===== config.mk =====
export PLATFORM = sky130hd
export DESIGN_NAME = mul_div_unit
export DESIGN_NICKNAME = d
export VERILOG_FILES = /design/src/rtl/mul_div_unit.sv
export SDC_FILE = /design/constraint.sdc
export NUM_CORES = 1
export LEC_CHECK = 0
export CAP_MARGIN = 0
export CORE_MARGIN = 2
export CORE_UTILIZATION = 55
export DETAILED_ROUTE_END_ITERATION = 10
export PLACE_DENSITY_LB_ADDON = 0.1
export SYNTH_ARGS = -nofsm -noshare
export SYNTH_HDL_FRONTEND = slang
export SYNTH_SLANG_ARGS = --single-unit

===== constraint.sdc =====
create_clock -name Clock -period 11.2 [get_ports Clock]
set_clock_uncertainty 0.15 [all_clocks]
set_input_delay 1.68 -clock Clock [delete_from_list [all_inputs] [get_ports Clock]]
set_output_delay 1.68 -clock Clock [all_outputs]
set_load 0.005 [all_outputs]

===== src/rtl/mul_div_unit.sv =====
// Iterative multiply/divide unit: shift-add MULU/MULS and restoring DIVU over WIDTH cycles.
// The two-word result goes back through the register file write port in two consecutive cycles.
module mul_div_unit #(
    parameter int WIDTH = 16,
    parameter int SEL_W = 4
) (
    input  logic             Clock,
    input  logic             Reset,
    input  logic             Start,
    input  logic [1:0]       Op,
    input  logic [WIDTH-1:0] OpA,
    input  logic [WIDTH-1:0] OpB,
    input  logic [SEL_W-1:0] Dest,
    output logic             Busy,
    output logic             Done,
    output logic             DivByZero,
    output logic             WriteEnable,
    output logic [SEL_W-1:0] SelectInput,
    output logic [WIDTH-1:0] WbData
);

    localparam int CNT_W = $clog2(WIDTH);
    localparam logic [1:0] OP_MULU = 2'b00;
    localparam logic [1:0] OP_MULS = 2'b01;
    localparam logic [1:0] OP_DIVU = 2'b10;
    localparam logic [1:0] OP_RSVD = 2'b11;
    localparam logic [WIDTH-1:0]   ONE_W  = {{(WIDTH-1){1'b0}}, 1'b1};
    localparam logic [2*WIDTH-1:0] ONE_2W = {{(2*WIDTH-1){1'b0}}, 1'b1};
    localparam logic [SEL_W-1:0]   ONE_S  = {{(SEL_W-1){1'b0}}, 1'b1};

    typedef enum logic [1:0] {IDLE, CALC, WB_LO, WB_HI} state_t;

    state_t             state_r;
    logic [1:0]         op_r;
    logic [WIDTH-1:0]   m_r;
    logic [2*WIDTH-1:0] acc_r;
    logic               neg_r;
    logic [SEL_W-1:0]   dest_r;
    logic [CNT_W-1:0]   cnt_r;
    logic [WIDTH-1:0]   hi_r;
    logic               dz_r;
    logic               busy_r;
    logic               done_r;
    logic               dz_out_r;
    logic               we_r;
    logic [SEL_W-1:0]   sel_r;
    logic [WIDTH-1:0]   data_r;

    logic [WIDTH:0]     sum_s;
    logic [WIDTH:0]     shl_s;
    logic [WIDTH-1:0]   diff_s;
    logic               ge_s;
    logic [2*WIDTH-1:0] next_acc_s;
    logic [2*WIDTH-1:0] final_s;

    // Magnitude of a value, treated as two's complement only when sgn is set
    function automatic logic [WIDTH-1:0] mag(input logic [WIDTH-1:0] v, input logic sgn);
        logic [WIDTH-1:0] r;
        if (sgn && v[WIDTH-1]) begin
            r = ~v + ONE_W;
        end else begin
            r = v;
        end
        return r;
    endfunction

    // One shift-add or restoring-divide iteration; acc holds {upper, lower} words
    always_comb begin
        sum_s  = {1'b0, acc_r[2*WIDTH-1:WIDTH]} + {1'b0, m_r};
        shl_s  = {acc_r[2*WIDTH-1:WIDTH], acc_r[WIDTH-1]};
        ge_s   = (shl_s >= {1'b0, m_r});
        diff_s = shl_s[WIDTH-1:0] - m_r;
        next_acc_s = acc_r;
        if (op_r == OP_DIVU) begin
            next_acc_s = {(ge_s ? diff_s : shl_s[WIDTH-1:0]), acc_r[WIDTH-2:0], ge_s};
        end else if (acc_r[0]) begin
            next_acc_s = {sum_s, acc_r[WIDTH-1:1]};
        end else begin
            next_acc_s = {1'b0, acc_r[2*WIDTH-1:1]};
        end
        if (neg_r) begin
            final_s = ~next_acc_s + ONE_2W;
        end else begin
            final_s = next_acc_s;
        end
    end

    // Sequencer FSM with registered write-port outputs
    always_ff @(posedge Clock or negedge Reset) begin
        if (!Reset) begin
            state_r  <= IDLE;
            op_r     <= 2'b00;
            m_r      <= '0;
            acc_r    <= '0;
            neg_r    <= 1'b0;
            dest_r   <= '0;
            cnt_r    <= '0;
            hi_r     <= '0;
            dz_r     <= 1'b0;
            busy_r   <= 1'b0;
            done_r   <= 1'b0;
            dz_out_r <= 1'b0;
            we_r     <= 1'b0;
            sel_r    <= '0;
            data_r   <= '0;
        end else begin
            case (state_r)
                IDLE: begin
                    done_r   <= 1'b0;
                    dz_out_r <= 1'b0;
                    we_r     <= 1'b0;
                    if (Start && (Op != OP_RSVD)) begin
                        op_r   <= Op;
                        dest_r <= Dest;
                        cnt_r  <= CNT_W'(WIDTH - 1);
                        busy_r <= 1'b1;
                        if (Op == OP_DIVU) begin
                            m_r   <= OpB;
                            acc_r <= {{WIDTH{1'b0}}, OpA};
                            neg_r <= 1'b0;
                            if (OpB == '0) begin
                                // Divide by zero bypasses CALC and writes the fixed result
                                state_r <= WB_LO;
                                dz_r    <= 1'b1;
                                hi_r    <= OpA;
                                we_r    <= 1'b1;
                                sel_r   <= Dest;
                                data_r  <= {WIDTH{1'b1}};
                            end else begin
                                state_r <= CALC;
                                dz_r    <= 1'b0;
                            end
                        end else begin
                            state_r <= CALC;
                            dz_r    <= 1'b0;
                            m_r     <= mag(OpA, Op == OP_MULS);
                            acc_r   <= {{WIDTH{1'b0}}, mag(OpB, Op == OP_MULS)};
                            neg_r   <= (Op == OP_MULS) && (OpA[WIDTH-1] ^ OpB[WIDTH-1]);
                        end
                    end else begin
                        busy_r <= 1'b0;
                    end
                end
                CALC: begin
                    if (cnt_r == '0) begin
                        state_r <= WB_LO;
                        we_r    <= 1'b1;
                        sel_r   <= dest_r;
                        data_r  <= final_s[WIDTH-1:0];
                        hi_r    <= final_s[2*WIDTH-1:WIDTH];
                    end else begin
                        acc_r <= next_acc_s;
                        cnt_r <= cnt_r - 1'b1;
                    end
                end
                WB_LO: begin
                    state_r  <= WB_HI;
                    we_r     <= 1'b1;
                    sel_r    <= dest_r + ONE_S;
                    data_r   <= hi_r;
                    done_r   <= 1'b1;
                    dz_out_r <= dz_r;
                end
                WB_HI: begin
                    state_r  <= IDLE;
                    we_r     <= 1'b0;
                    done_r   <= 1'b0;
                    dz_out_r <= 1'b0;
                    busy_r   <= 1'b0;
                end
                default: begin
                    state_r  <= IDLE;
                    we_r     <= 1'b0;
                    done_r   <= 1'b0;
                    dz_out_r <= 1'b0;
                    busy_r   <= 1'b0;
                end
            endcase
        end
    end

    assign Busy        = busy_r;
    assign Done        = done_r;
    assign DivByZero   = dz_out_r;
    assign WriteEnable = we_r;
    assign SelectInput = sel_r;
    assign WbData      = data_r;

endmodule

# Yosys cells after proc, flatten, opt, wreduce, memory -nomap -nowiden
# Index checks and enable logic that the tools add are counted.
[totals] ff_bits=102 input_bits=41 output_inout_bits=24 elab_cells=100
[classes] addsub=7 n_lt_le_gt_ge=1 n_eq_ne=12 mux=44 bitwise_logic=4 reduce_logical=17
[op_table] cell="2-to-1 mux 16 bit" count=13
[op_table] cell="2-to-1 mux 32 bit" count=5
[op_table] cell="one-hot mux 32 bit (2 select lines)" count=1
[op_table] cell="one-hot mux 16 bit (3 select lines)" count=1
[op_table] cell="adder 16 x 1 -> 16 bit (second input constant)" count=2
[op_table] cell="adder 32 x 1 -> 32 bit (second input constant)" count=1
[op_table] cell="NOT 16 bit" count=2
[op_table] cell="NOT 32 bit" count=1
[op_table] cell="one-hot mux 16 bit (2 select lines)" count=1
[op_table] cell="2-to-1 mux 4 bit" count=6
[op_table] cell="adder 16 x 16 -> 17 bit" count=1
[op_table] cell=">= comparator 17 x 16 -> 1 bit" count=1
[op_table] cell="zero test 16 bit" count=1
[op_table] cell="subtractor 16 bit" count=1
[op_table] cell="!= test 2 bit (second input constant)" count=6
[op_table] cell="one-hot mux 4 bit (3 select lines)" count=1
[op_table] cell="AND reduction 5 bit" count=2
[op_table] cell="equality test 2 bit (second input constant)" count=4
[op_table] cell="2-to-1 mux 2 bit" count=4
[op_table] cell="one-hot mux 2 bit (4 select lines)" count=1
[op_table] cell="one-hot mux 4 bit (2 select lines)" count=1
[op_table] cell="2-to-1 mux 1 bit" count=6
[op_table] cell="one-hot mux 1 bit (2 select lines)" count=3
[op_table] cell="nonzero test 2 bit" count=3
[op_table] cell="12 further kinds" count=17

# Longest topological paths before layout
[logic_depth] depth_word=8 ltp_mapped=20 depth_no_buf=17

# Worst setup path after synthesis
# Ideal clock, no wire load.
[synth_timing] path_kind="register -> register" from="register acc_r[25]" to="register hi_r[14]" setup_ns=0.122 arrival_time_ns=4.614 required_ns=10.928 path_slack_ns=6.315 path_stages_with_launch=19 path_buffers=2 period_less_slack_ns=4.885 cell_sequence="dfrtp_1 -> ha_1 -> a21o_1 -> a31o_1 -> or3b_1 -> o31ai_4 -> buf_2 -> clkbuf_1 -> o21ai_0 -> inv_1 -> ha_1 -> nand3_1 -> o21bai_1 -> or2_2 -> nor3_1 -> nand2_1 -> o41ai_1 -> mux2i_1 -> nand2_1"
[synth_between] elab_chain_cells=8 word_cells_on_any_way=11 cone_classes="add/sub: 3; order compare: 1; mux: 6; bitwise: 1"
[synth_rtl] element="from (decl)" line_no="36" text="logic [2*WIDTH-1:0] acc_r;"
[synth_rtl] element="from (signal assigned)" line_no="119" text="acc_r <= {{WIDTH{1'b0}}, OpA};"
[synth_rtl] element="from (signal assigned)" line_no="137" text="acc_r <= {{WIDTH{1'b0}}, mag(OpB, Op == OP_MULS)};"
[synth_rtl] element="from (signal assigned)" line_no="152" text="acc_r <= next_acc_s;"
[synth_rtl] element="adder 16 x 16 -> 17 bit (tied with other cells)" line_no="69" text="sum_s = {1'b0, acc_r[2*WIDTH-1:WIDTH]} + {1'b0, m_r};"
[synth_rtl] element="2-to-1 mux 32 bit or 2-to-1 mux 16 bit (tied branches)" line_no="76, 75"
[synth_rtl] element="2-to-1 mux 32 bit (*)" line_no="74" text="if (op_r == OP_DIVU) begin"
[synth_rtl] element="NOT 32 bit" line_no="82" text="final_s = ~next_acc_s + ONE_2W;"
[synth_rtl] element="adder 32 x 1 -> 32 bit" line_no="82"
[synth_rtl] element="2-to-1 mux 32 bit (*)" line_no="81" text="if (neg_r) begin"
[synth_rtl] element="2-to-1 mux 16 bit (*)" line_no="145" text="if (cnt_r == '0) begin"
[synth_rtl] element="one-hot mux 16 bit (2 select lines) (*)" line_no="107" text="case (state_r)"
[synth_rtl] element="to (signal assigned)" line_no="125" text="hi_r <= OpA;"
[synth_rtl] element="to (signal assigned)" line_no="150" text="hi_r <= final_s[2*WIDTH-1:WIDTH];"
[synth_rtl] element="to (decl)" line_no="40" text="logic [WIDTH-1:0] hi_r;"
# Mark *: on every way between the ends. The rest lies on a longest branch, timed or not. The select of a mux whose other input is x is not followed.
# A chain may end at the register's enable or synchronous reset.

# Final worst setup path
[layout_timing] from="register acc_r[18]" to="register hi_r[14]"
# The elaborated chain is that of the path after synthesis.

==> metrics <==
total routing resource utilization after global routing 31.7%; power per cell area between 300 and 400 nW/um2; count of unresolved DRC violations after routing 0; post-placement worst setup slack 5970 ps; number of top-level pins between 60 and 70; Int Pwr 1.52 mW; flip-flop and latch count after synthesis approximately 100; Switch Pwr 1.62 mW; H-tree levels 3; core region area 15000 um2; number of buffers inserted to repair setup after CTS 0; main flop type after synthesis sky130_fd_sc_hd__dfrtp_1; area fraction of the dominant cell type after synthesis 30.6%; summed instance area of the synthesized netlist 8350 um2; final global-route overflow total 0; WL per Instance between 15 and 20 um; Max Root-Sink Buffers 2; count leader, synth sky130_fd_sc_hd__nand2_1; number of flops mapped to enable cells by yosys 0; Commonest cells post-synth sky130_fd_sc_hd__nand2_1 (181), sky130_fd_sc_hd__o21ai_0 (129), sky130_fd_sc_hd__dfrtp_1 (102); highest clock rate roughly 200 MHz; pin count of the biggest net entering global routing 71; fraction of final layout cells with drive strength greater than 1 4.28%; synthesis warning total 0; TritonCTS clock tree built; Syn-to-layout area delta 12.6%; total CTS buffers 9; setup-violating endpoint count in the final report 0; share of total power in the clock network a little over a tenth; final sum of negative setup slack 0 ps; Net Sw Frac between 50% and 60%; CP arrival 5110 ps; Antenna Violating Nets Remaining 0; status finished clean; portion of the post-synthesis area used by sequential elements 30.6%; unrepaired setup endpoints after global routing no; count of max-cap constraint violations 0; worst skew pair latency between 300 and 400 ps; number of search-and-repair iterations in the first detailed-routing pass 6; ys async rst share between 90% and 100%; final standard cell utilization of the core ~63%; clock input transition at the sequential cells of the worst setup and hold paths around 80 ps; ratio of final minimum period to clock period 44.7%; vias in the first global route 7322; total half-perimeter wirelength after legalization and detailed placement 18600 um; total number of vias 8136; FILL cells 1388; placer congestion estimate 0.986; worst-case headroom to the max-slew limit 19.7%; IR drop worst, VDD 0.000185 V; ant diodes 0; clock sink total 102; Worst EP required 11310 ps; distinct cell type count of the synthesized netlist just under 70; crit path capture type flip-flop; Post-CTS Resized 0; number of hold-repair buffers added at the cts stage 0; Avg Inst Size Synth between 7 and 8 um2; overall routed net length between 20000 and 30000 um; FP Rows 45; die height approximately 130 um; logic gate share of total power 66.8%; class of the tightest hold or removal check reg2reg; IO Port Bufs between 60 and 70; number of DRC violations after detailed-routing iteration 0 807; chip width around 130 um; number of hold violations in the final report 0; ratio of routed vias to standard cells 6.21; number of max-slew violations in the final report 0; initial antenna violation count 0; crit path launch type flip-flop; Max Fanout on Critical Path 28; leading post-synthesis cells by cell area sky130_fd_sc_hd__dfrtp_1 (31%), sky130_fd_sc_hd__nand2_1 (8.1%), sky130_fd_sc_hd__o21ai_0 (7.7%); post-synthesis net count 1173; type of the worst setup path reg2reg; total die area 16200 um2; cell type with the highest aggregate area in the netlist sky130_fd_sc_hd__dfrtp_1; Tmin final 5000 ps; global-route wire length before repair 40200 um; Clock Tree Root sky130_fd_sc_hd__clkbuf_16; pin slew with the least headroom to its limit 1200 ps; worst path setup slack after routing 6200 ps; leakage component of the power just over 4 nW; fraction of power consumed by sequential logic 22.8%; number of nets in the finished design 1202; effective utilization at floorplan 55.5%; Cells after Synth 1088
==> power groups by stage <==
stage / Combinational, mW / Clock, mW / Sequential, mW
final: 2.10 / 0.325 / 0.715
after global routing: 2.33 / 0.343 / 0.739
after CTS: 2.07 / 0.328 / 0.711
after detailed placement: 2.06 / 0 / 0.716
after global placement: 2.05 / 0 / 0.711
after floorplan: 1.53 / 0 / 0.654
==> per-stage QoR <==
step	power [mW]	area (um2)	hold WS, ps	std cells
6_report	3.14	9400	331	1310
5_1_grt	3.41	9400	358	1310
4_1_cts	3.11	9400	336	1310
3_5_place_dp	2.78	9100	319	1294
3_3_place_gp	2.76	9100	316	1294
2_1_floorplan	2.19	8350	300	1088
==> layout by cell type, fill, tap and decap left out, types with 3 or more instances in the layout <==
cell | Yosys | final
sky130_fd_sc_hd__and2_1 | 4 | 4
sky130_fd_sc_hd__mux2i_1 | 28 | 28
sky130_fd_sc_hd__a311oi_1 | 3 | 3
sky130_fd_sc_hd__o21bai_1 | 4 | 4
sky130_fd_sc_hd__inv_1 | 48 | 48
sky130_fd_sc_hd__o21ai_0 | 129 | 129
sky130_fd_sc_hd__a22o_1 | 11 | 11
sky130_fd_sc_hd__o211ai_1 | 10 | 10
sky130_fd_sc_hd__o21a_1 | 3 | 3
sky130_fd_sc_hd__xor2_1 | 36 | 36
sky130_fd_sc_hd__nand2_1 | 181 | 181
sky130_fd_sc_hd__inv_6 | 0 | 3
sky130_fd_sc_hd__and3_1 | 6 | 6
sky130_fd_sc_hd__mux2_2 | 9 | 9
sky130_fd_sc_hd__nand3_1 | 17 | 17
sky130_fd_sc_hd__clkdlybuf4s50_1 | 0 | 63
sky130_fd_sc_hd__o31ai_1 | 10 | 10
sky130_fd_sc_hd__nor4_1 | 9 | 9
sky130_fd_sc_hd__a22oi_1 | 7 | 7
sky130_fd_sc_hd__a21oi_1 | 100 | 100
sky130_fd_sc_hd__nand2b_1 | 5 | 5
sky130_fd_sc_hd__o41ai_1 | 6 | 6
sky130_fd_sc_hd__nor3_1 | 31 | 31
sky130_fd_sc_hd__a211oi_1 | 19 | 19
sky130_fd_sc_hd__a31oi_1 | 10 | 10
sky130_fd_sc_hd__nor2b_1 | 6 | 5
sky130_fd_sc_hd__a2111oi_0 | 4 | 4
sky130_fd_sc_hd__buf_4 | 0 | 10
sky130_fd_sc_hd__dfrtp_1 | 102 | 102
sky130_fd_sc_hd__or3_1 | 15 | 15
sky130_fd_sc_hd__xnor2_1 | 35 | 35
sky130_fd_sc_hd__a21o_1 | 16 | 16
sky130_fd_sc_hd__ha_1 | 42 | 41
sky130_fd_sc_hd__nor2_1 | 82 | 81
sky130_fd_sc_hd__clkbuf_16 | 0 | 9
==> kinds of logic (layout without fill, tap and decap cells) <==
family,Yosys count,in the layout,synth area share (%)
fa+ha+maj,44,44,6.77
compound gates,359,359,26.4
buf+inv,104,138,4.69
mux,37,37,4.57
flops,102,102,30.6
xor+xnor,71,71,7.45
simple gates,371,371,19.5
==> final cells by class <==
type / instances / area [um2] / area share (%)
Clock inverter: 7 / 73.8 / 0.786
Clock buffer: 9 / 225 / 2.40
Tap cell: 188 / 235 / 2.50
Inverter: 49 / 184 / 1.96
Timing Repair Buffer: 73 / 706 / 7.51
Sequential cell: 102 / 2550 / 27.2
Multi-Input combinational cell: 882 / 5420 / 57.7
==> state kept, by name (all words and copies together), names as in the netlist <==
| register | count |
|---|---|
| acc_r | 32 |
| WbData | 16 |
| hi_r | 16 |
| m_r | 16 |
| SelectInput | 4 |
| cnt_r | 4 |
| dest_r | 4 |
| op_r | 2 |
| state_r | 2 |
| Busy | 1 |
| DivByZero | 1 |
| Done | 1 |
| WriteEnable | 1 |
| dz_r | 1 |
| neg_r | 1 |
==> path summary, 6_finish.rpt <==
| kind | startpoint | end | slack, ps | cells after the start |
|---|---|---|---|---|
| max in group asynchronous | Reset | WbData[12]$_DFFE_PN0P_ | 8530 | 2 |
| worst max-delay path | acc_r[18]$_DFFE_PN0P_ | hi_r[14]$_DFFE_PN0P_ | 6200 | 17 |
| worst min-delay path | WbData[5]$_DFFE_PN0P_ | WbData[5]$_DFFE_PN0P_ | 330 | 2 |
| min in group asynchronous | Reset | acc_r[26]$_DFFE_PN0P_ | 1090 | 1 |
| worst min register to register | WbData[5]$_DFFE_PN0P_ | WbData[5]$_DFFE_PN0P_ | 330 | 2 |
| worst max register to register | acc_r[18]$_DFFE_PN0P_ | hi_r[14]$_DFFE_PN0P_ | 6200 | 17 |
==> metal layers <==
layer  part of all wire [%]  vias to the layer above  GRT usage [%]
met3                    7.3                       40           4.82
met1                     45                     3821           45.7
met2                     46                      339           50.1
met4                    2.1                        0           8.47
met5                      0                        -              0
li1                       -                     3936              -
==> critical path, cell delays in order, from the launching register on <==
cell and delay (ps):
sky130_fd_sc_hd__dfrtp_1 440, sky130_fd_sc_hd__ha_1 370, sky130_fd_sc_hd__a21o_1 200, sky130_fd_sc_hd__a21oi_1 350, sky130_fd_sc_hd__a211oi_1 240, sky130_fd_sc_hd__o31ai_4 250, sky130_fd_sc_hd__buf_4 380, sky130_fd_sc_hd__o21ai_0 230
sky130_fd_sc_hd__inv_1 90, sky130_fd_sc_hd__ha_1 190, sky130_fd_sc_hd__nand3_1 100, sky130_fd_sc_hd__o21bai_1 230, sky130_fd_sc_hd__or2_2 340, sky130_fd_sc_hd__nor3_1 420, sky130_fd_sc_hd__nand2_1 160, sky130_fd_sc_hd__o41ai_1 470
sky130_fd_sc_hd__mux2i_1 220, sky130_fd_sc_hd__nand2_1 60
No activity file was read; power rests on OpenSTA's default activity.
